--- src/rtl/sdf_axi_lite_if.sv ---
// AXI4-Lite bus between the SDF job master and the accelerator register slave.
interface sdf_axi_lite_if #(
  parameter int unsigned ADDR_WIDTH = 5,
  parameter int unsigned DATA_WIDTH = 32
);
  logic [ADDR_WIDTH-1:0] awaddr;
  logic                  awvalid;
  logic                  awready;
  logic [DATA_WIDTH-1:0] wdata;
  logic                  wvalid;
  logic                  wready;
  logic [1:0]            bresp;
  logic                  bvalid;
  logic                  bready;
  logic [ADDR_WIDTH-1:0] araddr;
  logic                  arvalid;
  logic                  arready;
  logic [DATA_WIDTH-1:0] rdata;
  logic [1:0]            rresp;
  logic                  rvalid;
  logic                  rready;

  modport master (
    output awaddr, awvalid, wdata, wvalid, bready, araddr, arvalid, rready,
    input  awready, wready, bresp, bvalid, arready, rdata, rresp, rvalid
  );

  modport slave (
    input  awaddr, awvalid, wdata, wvalid, bready, araddr, arvalid, rready,
    output awready, wready, bresp, bvalid, arready, rdata, rresp, rvalid
  );
endinterface

--- src/rtl/sdf_axi_lite_master.sv ---
// Sequences one SDF NTT/INTT job over AXI4-Lite: load 16 coefficients, pulse the
// control start bit, poll status until done, read back 16 results.
// Optional feature macro: SDF_MASTER_TIMEOUT_EN (bounds the status poll to
// POLL_TIMEOUT reads; on expiry err is set and the job finishes without readback).
module sdf_axi_lite_master #(
  parameter int unsigned DATA_WIDTH   = 32,
  parameter int unsigned ADDR_WIDTH   = 5,
  parameter int unsigned POLL_TIMEOUT = 1024
) (
  input  logic                  m_axi_aclk,
  input  logic                  m_axi_aresetn,
  sdf_axi_lite_if.master        m_axi,
  input  logic                  start,
  input  logic                  mode,
  input  logic                  in_we,
  input  logic [3:0]            in_addr,
  input  logic [DATA_WIDTH-1:0] in_data,
  input  logic [3:0]            out_addr,
  output logic [DATA_WIDTH-1:0] out_data,
  output logic                  busy,
  output logic                  done,
  output logic                  err
);

  localparam int unsigned NUM_WORDS = 16;
  localparam int unsigned IDX_W     = 5;
  localparam int unsigned CTRL_ADDR = 16;
  localparam int unsigned STAT_ADDR = 17;

  typedef enum logic [2:0] {
    S_IDLE, S_WR_COEF, S_WR_SET, S_WR_CLR, S_POLL, S_RD_RES, S_FIN
  } state_t;

  // Per-transaction phase: LAUNCH drives addr/data, ADDR waits for the address
  // (and write data) handshake, RESP waits for the response.
  typedef enum logic [1:0] {PH_LAUNCH, PH_ADDR, PH_RESP} phase_t;

  state_t                state_q, state_d;
  phase_t                phase_q, phase_d;
  logic [IDX_W-1:0]      idx_q, idx_d;
  logic                  mode_q, mode_d;
  logic [ADDR_WIDTH-1:0] awaddr_q, awaddr_d, araddr_q, araddr_d;
  logic [DATA_WIDTH-1:0] wdata_q, wdata_d;
  logic                  awvalid_q, awvalid_d, wvalid_q, wvalid_d;
  logic                  arvalid_q, arvalid_d, rready_q, rready_d;
  logic                  busy_q, busy_d, done_q, done_d, err_q, err_d;
  logic                  bready_c;
  logic                  aw_ok, w_ok, txn_done, resp_bad;

  logic [DATA_WIDTH-1:0] in_buf  [NUM_WORDS];
  logic [DATA_WIDTH-1:0] out_buf [NUM_WORDS];

`ifdef SDF_MASTER_TIMEOUT_EN
  localparam int unsigned PCNT_W = $clog2(POLL_TIMEOUT + 1);
  logic [PCNT_W-1:0] poll_cnt_q, poll_cnt_d;
`endif

  // A zero poll budget would make the timeout unreachable
  if (POLL_TIMEOUT == 0) begin : g_bad_cfg
    $error("POLL_TIMEOUT must be nonzero");
  end

  assign m_axi.awaddr  = awaddr_q;
  assign m_axi.awvalid = awvalid_q;
  assign m_axi.wdata   = wdata_q;
  assign m_axi.wvalid  = wvalid_q;
  assign m_axi.bready  = bready_c;
  assign m_axi.araddr  = araddr_q;
  assign m_axi.arvalid = arvalid_q;
  assign m_axi.rready  = rready_q;
  assign busy          = busy_q;
  assign done          = done_q;
  assign err           = err_q;
  assign out_data      = out_buf[out_addr];

  // A channel is clear once its valid is low or is being accepted this cycle
  assign aw_ok = !awvalid_q || m_axi.awready;
  assign w_ok  = !wvalid_q  || m_axi.wready;

  // Next-state, next-output and bready decode
  always_comb begin
    state_d   = state_q;
    phase_d   = phase_q;
    idx_d     = idx_q;
    mode_d    = mode_q;
    awaddr_d  = awaddr_q;
    wdata_d   = wdata_q;
    awvalid_d = awvalid_q;
    wvalid_d  = wvalid_q;
    araddr_d  = araddr_q;
    arvalid_d = arvalid_q;
    rready_d  = rready_q;
    err_d     = err_q;
    bready_c  = 1'b0;
    txn_done  = 1'b0;
    resp_bad  = 1'b0;
`ifdef SDF_MASTER_TIMEOUT_EN
    poll_cnt_d = poll_cnt_q;
`endif

    case (state_q)
      S_IDLE: begin
        if (start) begin
          mode_d    = mode;
          err_d     = 1'b0;
          idx_d     = '0;
          awaddr_d  = '0;
          wdata_d   = in_buf[0];
          awvalid_d = 1'b1;
          wvalid_d  = 1'b1;
          phase_d   = PH_ADDR;
          state_d   = S_WR_COEF;
`ifdef SDF_MASTER_TIMEOUT_EN
          poll_cnt_d = '0;
`endif
        end
      end

      S_WR_COEF, S_WR_SET, S_WR_CLR: begin
        unique case (phase_q)
          PH_LAUNCH: begin
            if (state_q == S_WR_COEF) begin
              awaddr_d = ADDR_WIDTH'(idx_q);
              wdata_d  = in_buf[idx_q[3:0]];
            end else begin
              awaddr_d = ADDR_WIDTH'(CTRL_ADDR);
              wdata_d  = DATA_WIDTH'({mode_q, ~mode_q, state_q == S_WR_SET});
            end
            awvalid_d = 1'b1;
            wvalid_d  = 1'b1;
            phase_d   = PH_ADDR;
          end
          PH_ADDR: begin
            if (m_axi.awready) awvalid_d = 1'b0;
            if (m_axi.wready)  wvalid_d  = 1'b0;
            if (aw_ok && w_ok) begin
              bready_c = 1'b1;
              if (m_axi.bvalid) begin
                txn_done = 1'b1;
                resp_bad = |m_axi.bresp;
              end else begin
                phase_d = PH_RESP;
              end
            end
          end
          PH_RESP: begin
            bready_c = 1'b1;
            if (m_axi.bvalid) begin
              txn_done = 1'b1;
              resp_bad = |m_axi.bresp;
            end
          end
          default: phase_d = PH_LAUNCH;
        endcase

        if (txn_done) begin
          phase_d = PH_LAUNCH;
          if (resp_bad) err_d = 1'b1;
          if (state_q == S_WR_COEF) begin
            if (idx_q == IDX_W'(NUM_WORDS - 1)) begin
              idx_d   = '0;
              state_d = S_WR_SET;
            end else begin
              idx_d = idx_q + IDX_W'(1);
            end
          end else if (state_q == S_WR_SET) begin
            state_d = S_WR_CLR;
          end else begin
            state_d = S_POLL;
          end
        end
      end

      S_POLL, S_RD_RES: begin
        unique case (phase_q)
          PH_LAUNCH: begin
            araddr_d  = (state_q == S_POLL) ? ADDR_WIDTH'(STAT_ADDR) : ADDR_WIDTH'(idx_q);
            arvalid_d = 1'b1;
            phase_d   = PH_ADDR;
          end
          PH_ADDR: begin
            if (m_axi.arready) begin
              arvalid_d = 1'b0;
              rready_d  = 1'b1;
              phase_d   = PH_RESP;
            end
          end
          PH_RESP: begin
            if (m_axi.rvalid) begin
              rready_d = 1'b0;
              txn_done = 1'b1;
              resp_bad = |m_axi.rresp;
            end
          end
          default: phase_d = PH_LAUNCH;
        endcase

        if (txn_done) begin
          phase_d = PH_LAUNCH;
          if (resp_bad) err_d = 1'b1;
          if (state_q == S_POLL) begin
            if (m_axi.rdata[0]) begin
              idx_d   = '0;
              state_d = S_RD_RES;
            end else begin
`ifdef SDF_MASTER_TIMEOUT_EN
              if (poll_cnt_q == PCNT_W'(POLL_TIMEOUT - 1)) begin
                err_d   = 1'b1;
                state_d = S_FIN;
              end else begin
                poll_cnt_d = poll_cnt_q + PCNT_W'(1);
              end
`endif
            end
          end else if (idx_q == IDX_W'(NUM_WORDS - 1)) begin
            state_d = S_FIN;
          end else begin
            idx_d = idx_q + IDX_W'(1);
          end
        end
      end

      S_FIN:   state_d = S_IDLE;
      default: state_d = S_IDLE;
    endcase

    busy_d = !(state_d inside {S_IDLE, S_FIN});
    done_d = (state_d == S_FIN);
  end

  // Control state and registered bus outputs
  always_ff @(posedge m_axi_aclk or negedge m_axi_aresetn) begin
    if (!m_axi_aresetn) begin
      state_q   <= S_IDLE;
      phase_q   <= PH_LAUNCH;
      idx_q     <= '0;
      mode_q    <= 1'b0;
      awaddr_q  <= '0;
      wdata_q   <= '0;
      awvalid_q <= 1'b0;
      wvalid_q  <= 1'b0;
      araddr_q  <= '0;
      arvalid_q <= 1'b0;
      rready_q  <= 1'b0;
      busy_q    <= 1'b0;
      done_q    <= 1'b0;
      err_q     <= 1'b0;
`ifdef SDF_MASTER_TIMEOUT_EN
      poll_cnt_q <= '0;
`endif
    end else begin
      state_q   <= state_d;
      phase_q   <= phase_d;
      idx_q     <= idx_d;
      mode_q    <= mode_d;
      awaddr_q  <= awaddr_d;
      wdata_q   <= wdata_d;
      awvalid_q <= awvalid_d;
      wvalid_q  <= wvalid_d;
      araddr_q  <= araddr_d;
      arvalid_q <= arvalid_d;
      rready_q  <= rready_d;
      busy_q    <= busy_d;
      done_q    <= done_d;
      err_q     <= err_d;
`ifdef SDF_MASTER_TIMEOUT_EN
      poll_cnt_q <= poll_cnt_d;
`endif
    end
  end

  // Input coefficient buffer; host writes are dropped while a job runs
  always_ff @(posedge m_axi_aclk) begin
    if (in_we && !busy_q) in_buf[in_addr] <= in_data;
  end

  // Result buffer captures each readback beat
  always_ff @(posedge m_axi_aclk) begin
    if (state_q == S_RD_RES && m_axi.rvalid && rready_q) out_buf[idx_q[3:0]] <= m_axi.rdata;
  end

endmodule
--- src/flat_wrapper.sv ---
// flat-port wrapper written by rule: the top's interface ports become plain ports
module sdf_axi_lite_master_flat 
#(
  parameter int unsigned DATA_WIDTH   = 32,
  parameter int unsigned ADDR_WIDTH   = 5,
  parameter int unsigned POLL_TIMEOUT = 1024
)
  (m_axi_aclk, m_axi_aresetn, start, mode, in_we, in_addr, in_data, out_addr, out_data, busy, done, err, m_axi_awaddr, m_axi_awvalid, m_axi_wdata, m_axi_wvalid, m_axi_bready, m_axi_araddr, m_axi_arvalid, m_axi_rready, m_axi_awready, m_axi_wready, m_axi_bresp, m_axi_bvalid, m_axi_arready, m_axi_rdata, m_axi_rresp, m_axi_rvalid);
  sdf_axi_lite_if #(.ADDR_WIDTH(ADDR_WIDTH), .DATA_WIDTH(DATA_WIDTH)) m_axi_i ();
  input  logic m_axi_aclk;
  input  logic m_axi_aresetn;
  input  logic start;
  input  logic mode;
  input  logic in_we;
  input  logic [3:0] in_addr;
  input  logic [DATA_WIDTH-1:0] in_data;
  input  logic [3:0] out_addr;
  output logic [DATA_WIDTH-1:0] out_data;
  output logic busy;
  output logic done;
  output logic err;
  output wire logic [$bits(m_axi_i.awaddr)-1:0] m_axi_awaddr;
  output wire logic [$bits(m_axi_i.awvalid)-1:0] m_axi_awvalid;
  output wire logic [$bits(m_axi_i.wdata)-1:0] m_axi_wdata;
  output wire logic [$bits(m_axi_i.wvalid)-1:0] m_axi_wvalid;
  output wire logic [$bits(m_axi_i.bready)-1:0] m_axi_bready;
  output wire logic [$bits(m_axi_i.araddr)-1:0] m_axi_araddr;
  output wire logic [$bits(m_axi_i.arvalid)-1:0] m_axi_arvalid;
  output wire logic [$bits(m_axi_i.rready)-1:0] m_axi_rready;
  input wire logic [$bits(m_axi_i.awready)-1:0] m_axi_awready;
  input wire logic [$bits(m_axi_i.wready)-1:0] m_axi_wready;
  input wire logic [$bits(m_axi_i.bresp)-1:0] m_axi_bresp;
  input wire logic [$bits(m_axi_i.bvalid)-1:0] m_axi_bvalid;
  input wire logic [$bits(m_axi_i.arready)-1:0] m_axi_arready;
  input wire logic [$bits(m_axi_i.rdata)-1:0] m_axi_rdata;
  input wire logic [$bits(m_axi_i.rresp)-1:0] m_axi_rresp;
  input wire logic [$bits(m_axi_i.rvalid)-1:0] m_axi_rvalid;
  assign m_axi_awaddr = m_axi_i.awaddr;
  assign m_axi_awvalid = m_axi_i.awvalid;
  assign m_axi_wdata = m_axi_i.wdata;
  assign m_axi_wvalid = m_axi_i.wvalid;
  assign m_axi_bready = m_axi_i.bready;
  assign m_axi_araddr = m_axi_i.araddr;
  assign m_axi_arvalid = m_axi_i.arvalid;
  assign m_axi_rready = m_axi_i.rready;
  assign m_axi_i.awready = m_axi_awready;
  assign m_axi_i.wready = m_axi_wready;
  assign m_axi_i.bresp = m_axi_bresp;
  assign m_axi_i.bvalid = m_axi_bvalid;
  assign m_axi_i.arready = m_axi_arready;
  assign m_axi_i.rdata = m_axi_rdata;
  assign m_axi_i.rresp = m_axi_rresp;
  assign m_axi_i.rvalid = m_axi_rvalid;
  sdf_axi_lite_master #(.DATA_WIDTH(DATA_WIDTH), .ADDR_WIDTH(ADDR_WIDTH), .POLL_TIMEOUT(POLL_TIMEOUT)) u_core (.m_axi_aclk(m_axi_aclk), .m_axi_aresetn(m_axi_aresetn), .m_axi(m_axi_i), .start(start), .mode(mode), .in_we(in_we), .in_addr(in_addr), .in_data(in_data), .out_addr(out_addr), .out_data(out_data), .busy(busy), .done(done), .err(err));
endmodule
--- config.mk ---
export PLATFORM = sky130hd
export DESIGN_NAME = sdf_axi_lite_master_flat
export DESIGN_NICKNAME = d
export VERILOG_FILES = /design/src/rtl/sdf_axi_lite_if.sv /design/src/rtl/sdf_axi_lite_master.sv /design/src/flat_wrapper.sv
export SDC_FILE = /design/constraint.sdc
export NUM_CORES = 1
export LEC_CHECK = 0
export CORE_MARGIN = 2
export CORE_UTILIZATION = 65
export DETAILED_ROUTE_END_ITERATION = 10
export DONT_BUFFER_PORTS = 1
export GPL_TIMING_DRIVEN = 0
export PLACE_DENSITY = 0.87
export SLEW_MARGIN = 20
export SYNTH_ARGS = -nofsm -noshare
export SYNTH_HDL_FRONTEND = slang
export SYNTH_SLANG_ARGS = --single-unit
--- constraint.sdc ---
create_clock -name m_axi_aclk -period 8.9 [get_ports m_axi_aclk]
set_input_delay 1.78 -clock m_axi_aclk [delete_from_list [all_inputs] [get_ports m_axi_aclk]]
set_output_delay 1.78 -clock m_axi_aclk [all_outputs]
set_load 0.05 [all_outputs]
* After elaboration in Yosys (flattened, before gate mapping)
Memory sizes are Yosys's and may differ from the RTL's.
Cells that the tools add are included.
** Word-level totals
- Register bits :: 60
- Bits in writable memories :: 1024
- Input bits :: 86
- Output and inout port bits :: 82
- Word-level logic and storage cells :: 153
- Memories kept :: 2
** Operators by class
- Add/sub/neg operators :: 1
- Equal/unequal tests :: 28
- Muxes and demuxes :: 75
- Bitwise logic cells :: 1
- Reduce and logical (&&, ||, !) cells :: 32
** Memories
- u_core.in_buf :: words 16, bits a word 32, rd ports 2, clocked after memory_dff 0, write ports 1, line sdf_axi_lite_master.sv:50 : logic [DATA_WIDTH-1:0] in_buf [NUM_WORDS];
- u_core.out_buf :: words 16, bits a word 32, rd ports 1, clocked after memory_dff 0, write ports 1, line sdf_axi_lite_master.sv:51 : logic [DATA_WIDTH-1:0] out_buf [NUM_WORDS];
** Operators with widths (count)
- $mux W32 :: 3
- $pmux W32 S2 :: 1
- $mux W5 :: 11
- $mux W1 :: 29
- $mux W3 :: 9
- $pmux W1 S2 :: 9
- $pmux W2 S3 :: 3
- $ne A3 B3 Y1 const B :: 5
- $pmux W5 S3 :: 1
- $reduce_and A7 Y1 :: 2
- $mux W2 :: 6
- $reduce_and A4 Y1 :: 3
- $ne A2 B2 Y1 const B :: 5
- $pmux W5 S2 :: 1
- $eq A3 B3 Y1 const B :: 3
- $pmux W3 S3 :: 1
- $ne A2 B1 Y1 const B :: 4
- $ne A4 B3 Y1 const B :: 2
- $reduce_bool A2 Y1 :: 4
- $eq A3 B2 Y1 const B :: 2
- $logic_not A3 Y1 :: 2
- $reduce_and A3 Y1 :: 2
- $reduce_and A6 Y1 :: 1
- $reduce_or A2 Y1 :: 3
- 17 further kinds :: 25

* Logic depth before layout (Yosys ltp)
Gate-level depths: netlist (run 1).
- Word-level depth :: 11
- Mapped depth :: 10
- Depth with buffers taken out :: 9

* Worst setup path before layout (run 1)
Ideal clock, no wire load.
- Kind :: input to output
- Start point :: in out_addr[0]
- End point :: out out_data[10]
- Arrival :: 3661 ps
- Data required time :: 7120 ps
- Slack :: 3459 ps
- Stages on the path :: 4
- Path buffers :: 2
- Cells stage by stage :: buf_2 > buf_1 > mux4_2 > mux4_2
** Between the ends
- Word-level cells in the longest chain between the ends :: 1
** RTL lines
- start: declaration :: line flat_wrapper.sv:17 : input logic [3:0] out_addr;
- $mem_v2 Z16 W32
- end: declaration :: line flat_wrapper.sv:18 : output logic [DATA_WIDTH-1:0] out_data;
Every way passes these cells.

* Final worst setup path (run 1)
- Start point :: in out_addr[1]
- End point :: out out_data[28]
The elaborated chain is that of the path after synthesis.

==> results_dict.tcl, run 1 <==
set metrics [dict create \
    final.setup_skew_ps 18.73 \
    grt_pass1_wl_um 174700 \
    power.total_w 0.01268 \
    syn-num-nets 1912 \
    cp.required_ps 7120 \
    route.met3.wl_um 15130 \
    path_clk_slew_ps 60 \
    setup-tns-final_ps 0 \
    start_kind "input pin" \
    postCtsSetupRepairBufs 0 \
    drc 0 \
    seq_area_um2 32250 \
    yosys.cell_count.top_type "edfxtp_1" \
    synth_area_per_cell_um2 23.15 \
    htreeDepth 3 \
    slew_headroom_pct 15.42 \
    grt_max_degree 61 \
    synth_top_area_share_pct 73.30 \
    insertion_delay_ps 680 \
    setup_viol 0 \
    r2r_cells 10 \
    place_congestion 0.8634 \
    io_buffer_count 0 \
    rsz0062_at_grt "false" \
    post-route-period-util_pct 69.37 \
    hold_depth 1 \
    cts_hold_buffers 0 \
    vias 22634 \
    end_kind "primary output" \
    grt_usage_pct 38.37 \
    hold_viol 0 \
    fin_crit_ps 6174 \
    grt_pass1_vias 22997 \
    cts_tree "yes" \
    ant_nets 0 \
    vias_per_cell 7.762 \
    synth_ff_type "edfxtp_1" \
    finalNetCount 2077 \
    synthArstFlopShare_pct 5.535 \
    grt-ovfl-total 0 \
    peakVddDrop_mv 0.2593 \
    wl_met2_um 63420 \
    firstDrtPassIters 7 \
    drive_above_1_share_pct 31.02 \
    slew_violations 0 \
    hold_path_class "flop to flop" \
    cts_buffers 102 \
    wl_met1_um 36900 \
    tightestPinTransition_ps 1237 \
    pin_count 168 \
    drt-initial-drc-count 3670 \
    cp.arrival_ps 4390 \
    status "finished, final reports clean" \
    ys_types 55 \
    clock_path_buffers 3 \
    r2r-end "u_core.busy" \
    max_freq_mhz 162.0 \
    post_cts_resized 0 \
    grt_antenna_before_repair 2 \
    synth_area_leaders "edfxtp_1 73%, mux4_2 17%, dfrtp_1 3.6%" \
    maxCapViolations 0 \
    syn_to_final_growth_pct 13.26 \
    dp_hpwl_um 71060 \
    fp.dieW_um 258.1 \
    core_um2 64120 \
    p_leak_nw 14.94 \
    multi_input_area_um2 9384 \
    syn_inst 1812 \
    timing.hold.ws_ps 586.6 \
    holdPathEnd "u_core.mode_q" \
    final_util_pct 74.11 \
    cp_max_fo 10 \
    hp-start "u_core.mode_q" \
    power_density_nw_per_um2 266.8 \
    synth_area_um2 41950 \
    synth_enable_flop_cells 1024 \
    routedWlPerCell_um 42.87 \
    r2r-start "u_core.idx_q[3]" \
    fp-row-count 93 \
    drt_wl_total_um 125000 \
    synth_largest_area_cell "edfxtp_1" \
    die_y_um 258.1 \
    synth_seq_cells 1084 \
    fillers 3084 \
    cts-root-buf "clkbuf_16" \
    ys_warn_count 0 \
    worstSetupPathType "input pin to primary output" \
    ys_seq_area_share_pct 76.87 \
    synth_common_cells "1024 x edfxtp_1, 315 x mux4_2, 101 x nor2_1, 60 x dfrtp_1, 43 x clkbuf_1" \
    initial_core_util_pct 65.43 \
    clkSinkCount 1084 \
    dr.max_layer_used "met5" \
    r2r_setup_slack_ps 4120 \
    die_area_um2 66590 \
]
-- per-stage QoR --
step                instances  cell area [µm²]  worst slack, ps
floorplan                1812            41950             3459
finish                   2916            47510             2726
detailed placement       2728            44130             2765
global route             2915            47510             2729
CTS                      2915            47490             2765
global placement         2667            43020             1488
-- placed cells by master, fill, tap and decap left out, types with 9 or more instances in the layout --
cell	n
ha_1	14
a21oi_1	12
edfxtp_1	1024
clkbuf_2	11
inv_1	16
nor3_2	9
buf_1	14
clkbuf_1	66
nand2b_1	16
buf_16	11
dfrtp_1	60
o21ai_0	18
mux4_2	315
buf_2	20
buf_4	27
nor2_1	77
nand2_1	31
clkbuf_16	104
a221oi_2	29
clkinv_1	13
bufinv_16	11
nor2_4	24
clkinv_2	18
buf_6	14
buf_12	18
-- critical path, stage by stage --
cell and delay (ps):
clkbuf_1 420, clkbuf_1 910, mux4_2 550, mux4_2 710
-- power by group --
group | switching, W | internal (W)
combinational | 0.00121 | 0.000815
sequential | 0.000453 | 0.00572
clock | 0.00196 | 0.00251
total | 0.00363 | 0.00905
-- kinds of logic (layout without fill, tap and decap cells) --
family | Yosys count | after routing | synth area share (%)
xor gates and xnor gates | 1 | 1 | 0.02088
adders and majority gates | 14 | 14 | 0.4175
DFF | 1084 | 1084 | 76.87
muxes | 326 | 326 | 17.38
and+or+nand+nor | 183 | 183 | 1.951
AOI/OAI and AO/OA | 94 | 94 | 2.049
buffers and inverters | 110 | 358 | 1.309
other | 0 | 1 | 0
-- sequential cells by signal, summed over array words and instances (netlist names), 2 cells and up --
signal               flops
u_core.in_buf          512
u_core.out_buf         512
u_core.m_axi.wdata      32
u_core.idx_q             5
u_core.m_axi.araddr      5
u_core.m_axi.awaddr      5
u_core.state_q           3
u_core.phase_q           2
-- per-layer routing --
layer / GRT usage [%] / vias up
li1: - / 8021
met1: 44.48 / 11600
met2: 64.05 / 2388
met3: 10.48 / 621
met4: 24.26 / 4
met5: 0 / -
-- how the worst max path moves through the flow --
stage | slack, ps | endpoint | startpoint
after global placement | 1490 | u_core.out_buf[0][20] | m_axi_rvalid
after CTS | 2760 | out_data[15] | out_addr[0]
after global routing | 2730 | out_data[28] | out_addr[1]
after floorplan | 3460 | out_data[10] | out_addr[0]
after detailed placement | 2770 | out_data[15] | out_addr[0]
final | 2730 | out_data[28] | out_addr[1]
-- layout make-up --
cell class | instances | share of cell area [%]
diodes | 1 | 0.005267
plain buffers | 93 | 1.051
clock buffers | 134 | 5.777
clock inverters | 53 | 1.306
inverters | 17 | 0.1343
multi-input cells | 618 | 19.75
flip-flops and latches | 1084 | 67.88
well taps | 855 | 2.251
repair buffers | 61 | 1.849
(Power assumes the default switching activity.)
==> run 2: changes to the inputs <==
Settings changed: CORE_UTILIZATION 65 to 63, PLACE_DENSITY 0.87 to 0.85.
Clock period 8.9 ns to 6.2 ns, I/O delays scaled along.
==> results_dict.tcl, run 2 (synthesis results as in run 1) <==
set metrics [dict create \
    hold_viol 0 \
    power_density_nw_per_um2 380.0 \
    pin_count 168 \
    grt_usage_pct 33.84 \
    diodes 0 \
    slew_headroom_pct 15.66 \
    setup_viol 0 \
    die_area_um2 68670 \
    p_leak_nw 15.02 \
    vias 21714 \
    cts_tree "yes" \
    grt_pass1_wl_um 160300 \
    wl_met1_um 35310 \
    cp_max_fo 10 \
    maxCapViolations 0 \
    critPathSlowestCell "nor3_2" \
    mostFrequentLayoutCells "1024 x edfxtp_1, 315 x mux4_2, 103 x clkbuf_16" \
    rsz0062_at_grt "false" \
    htreeDepth 3 \
    vias_per_cell 7.406 \
    post_cts_resized 0 \
    postCtsSetupRepairBufs 0 \
    cts_buffers 102 \
    cp_cell_sequence "buf_2, nor3b_4, nor2_2, clkbuf_1, nor3_2" \
    drive_above_1_share_pct 31.00 \
    hold_path_class "input pin to async pin" \
    initial_core_util_pct 63.70 \
    core_um2 65860 \
    status "finished, final reports clean" \
    fp-row-count 94 \
    route.met3.wl_um 12800 \
    r2r-start "u_core.idx_q[3]" \
    r2r-end "u_core.busy" \
    path_clk_slew_ps 70 \
    r2r_cells 10 \
    cts-root-buf "clkbuf_16" \
    routedWlPerCell_um 38.58 \
    grt_antenna_before_repair 1 \
    drc 0 \
    finalNetCount 2081 \
    timing.hold.ws_ps 252.9 \
    drt_wl_total_um 113100 \
    cp.arrival_ps 3820 \
    fp.dieW_um 262.1 \
    final_util_pct 72.43 \
    grt_max_degree 61 \
    fillers 3299 \
    worst_path_largest_cell_delay_ps 880 \
    firstDrtPassIters 5 \
    io_buffer_count 0 \
    final_common_cell "edfxtp_1" \
    dr.max_layer_used "met5" \
    grt-ovfl-total 0 \
    drt-initial-drc-count 3384 \
    ant_nets 0 \
    grt_pass1_vias 22372 \
    final.setup_skew_ps 57.11 \
    slew_violations 0 \
    cts_hold_buffers 0 \
    syn_to_final_growth_pct 13.72 \
    end_kind "primary output" \
    r2r_setup_slack_ps 1570 \
    clkSinkCount 1084 \
    tightestPinTransition_ps 1265 \
    peakVddDrop_mv 0.4054 \
    fin_crit_ps 5060 \
    clock_path_buffers 3 \
    insertion_delay_ps 700 \
    die_y_um 262.1 \
    place_congestion 0.8706 \
    start_kind "flop" \
    worstSetupPathType "flop to primary output" \
    cp.required_ps 4960 \
    post-route-period-util_pct 81.62 \
    wl_met2_um 57840 \
    max_freq_mhz 197.6 \
    dp_hpwl_um 65600 \
]
## run 2: cell types whose count changed in the layout (fill, tap and decap cells not counted), moves of 2 or more
cell	change
inv_16	-2
clkinv_2	+4
clkinv_1	+5
clkbuf_1	-3
clkbuf_2	-6
buf_12	-4
buf_16	+9
clkinvlp_4	-3
buf_1	+4
## run 2: critical path, delay by kind of cell (launching register included)
family | cells | cell delay, ps
AND/OR/NAND/NOR | 3 | 1850
flip-flops | 1 | 470
buffers and inverters | 2 | 830
## run 2: final cells by class
| class | count | area (µm²) | share of cell area (%) |
|---|---|---|---|
| inverter | 17 | 63.81 | 0.1338 |
| tap | 864 | 1081 | 2.266 |
| timing repair buffer | 65 | 1039 | 2.177 |
| sequential | 1084 | 32250 | 67.60 |
| buffer | 93 | 491.7 | 1.031 |
| clock inverter | 62 | 681.9 | 1.429 |
| multi-input combinational | 618 | 9384 | 19.67 |
| clock buffer | 129 | 2715 | 5.691 |
## run 2: where the power goes
group          switching [W]  leakage, nW  total [W]  internal (W)
logic                0.00169         3.42    0.00286       0.00117
clock network        0.00277         1.66    0.00639       0.00362
registers           0.000664         9.94    0.00888       0.00822
total                0.00512         15.0     0.0181        0.0130
## run 2: through the flow
step           instance area (µm²)  cells  worst slack [ps]  power [W]  TNS [ps]
2_1_floorplan                41950   1812              1738    0.01087         0
3_3_place_gp                 43030   2676            -842.0    0.01152   -161940
3_5_place_dp                 44300   2741              1281    0.01169         0
4_1_cts                      47690   2932             993.8    0.01808         0
5_1_grt                      47710   2932              1127    0.01851         0
6_report                     47710   2932              1140    0.01813         0
## run 2: routing by layer
metal | track usage, % | up-vias
met5 | 0 | -
met4 | 19.24 | 2
met3 | 8.864 | 502
met2 | 56.69 | 1955
met1 | 40.18 | 11213
li1 | - | 8042
## run 2: how the worst max path moves through the flow
| stage | slack, ps | start | to |
|---|---|---|---|
| after floorplan | 1740 | in_we | u_core.in_buf[2][0] |
| final | 1140 | u_core.state_q[1] | m_axi_bready |
| after global routing | 1130 | u_core.state_q[2] | m_axi_bready |
| after global placement | -840 | u_core.idx_q[1] | u_core.out_buf[0][18] |
| after CTS | 990 | u_core.state_q[1] | m_axi_bready |
| after detailed placement | 1280 | out_addr[0] | out_data[2] |
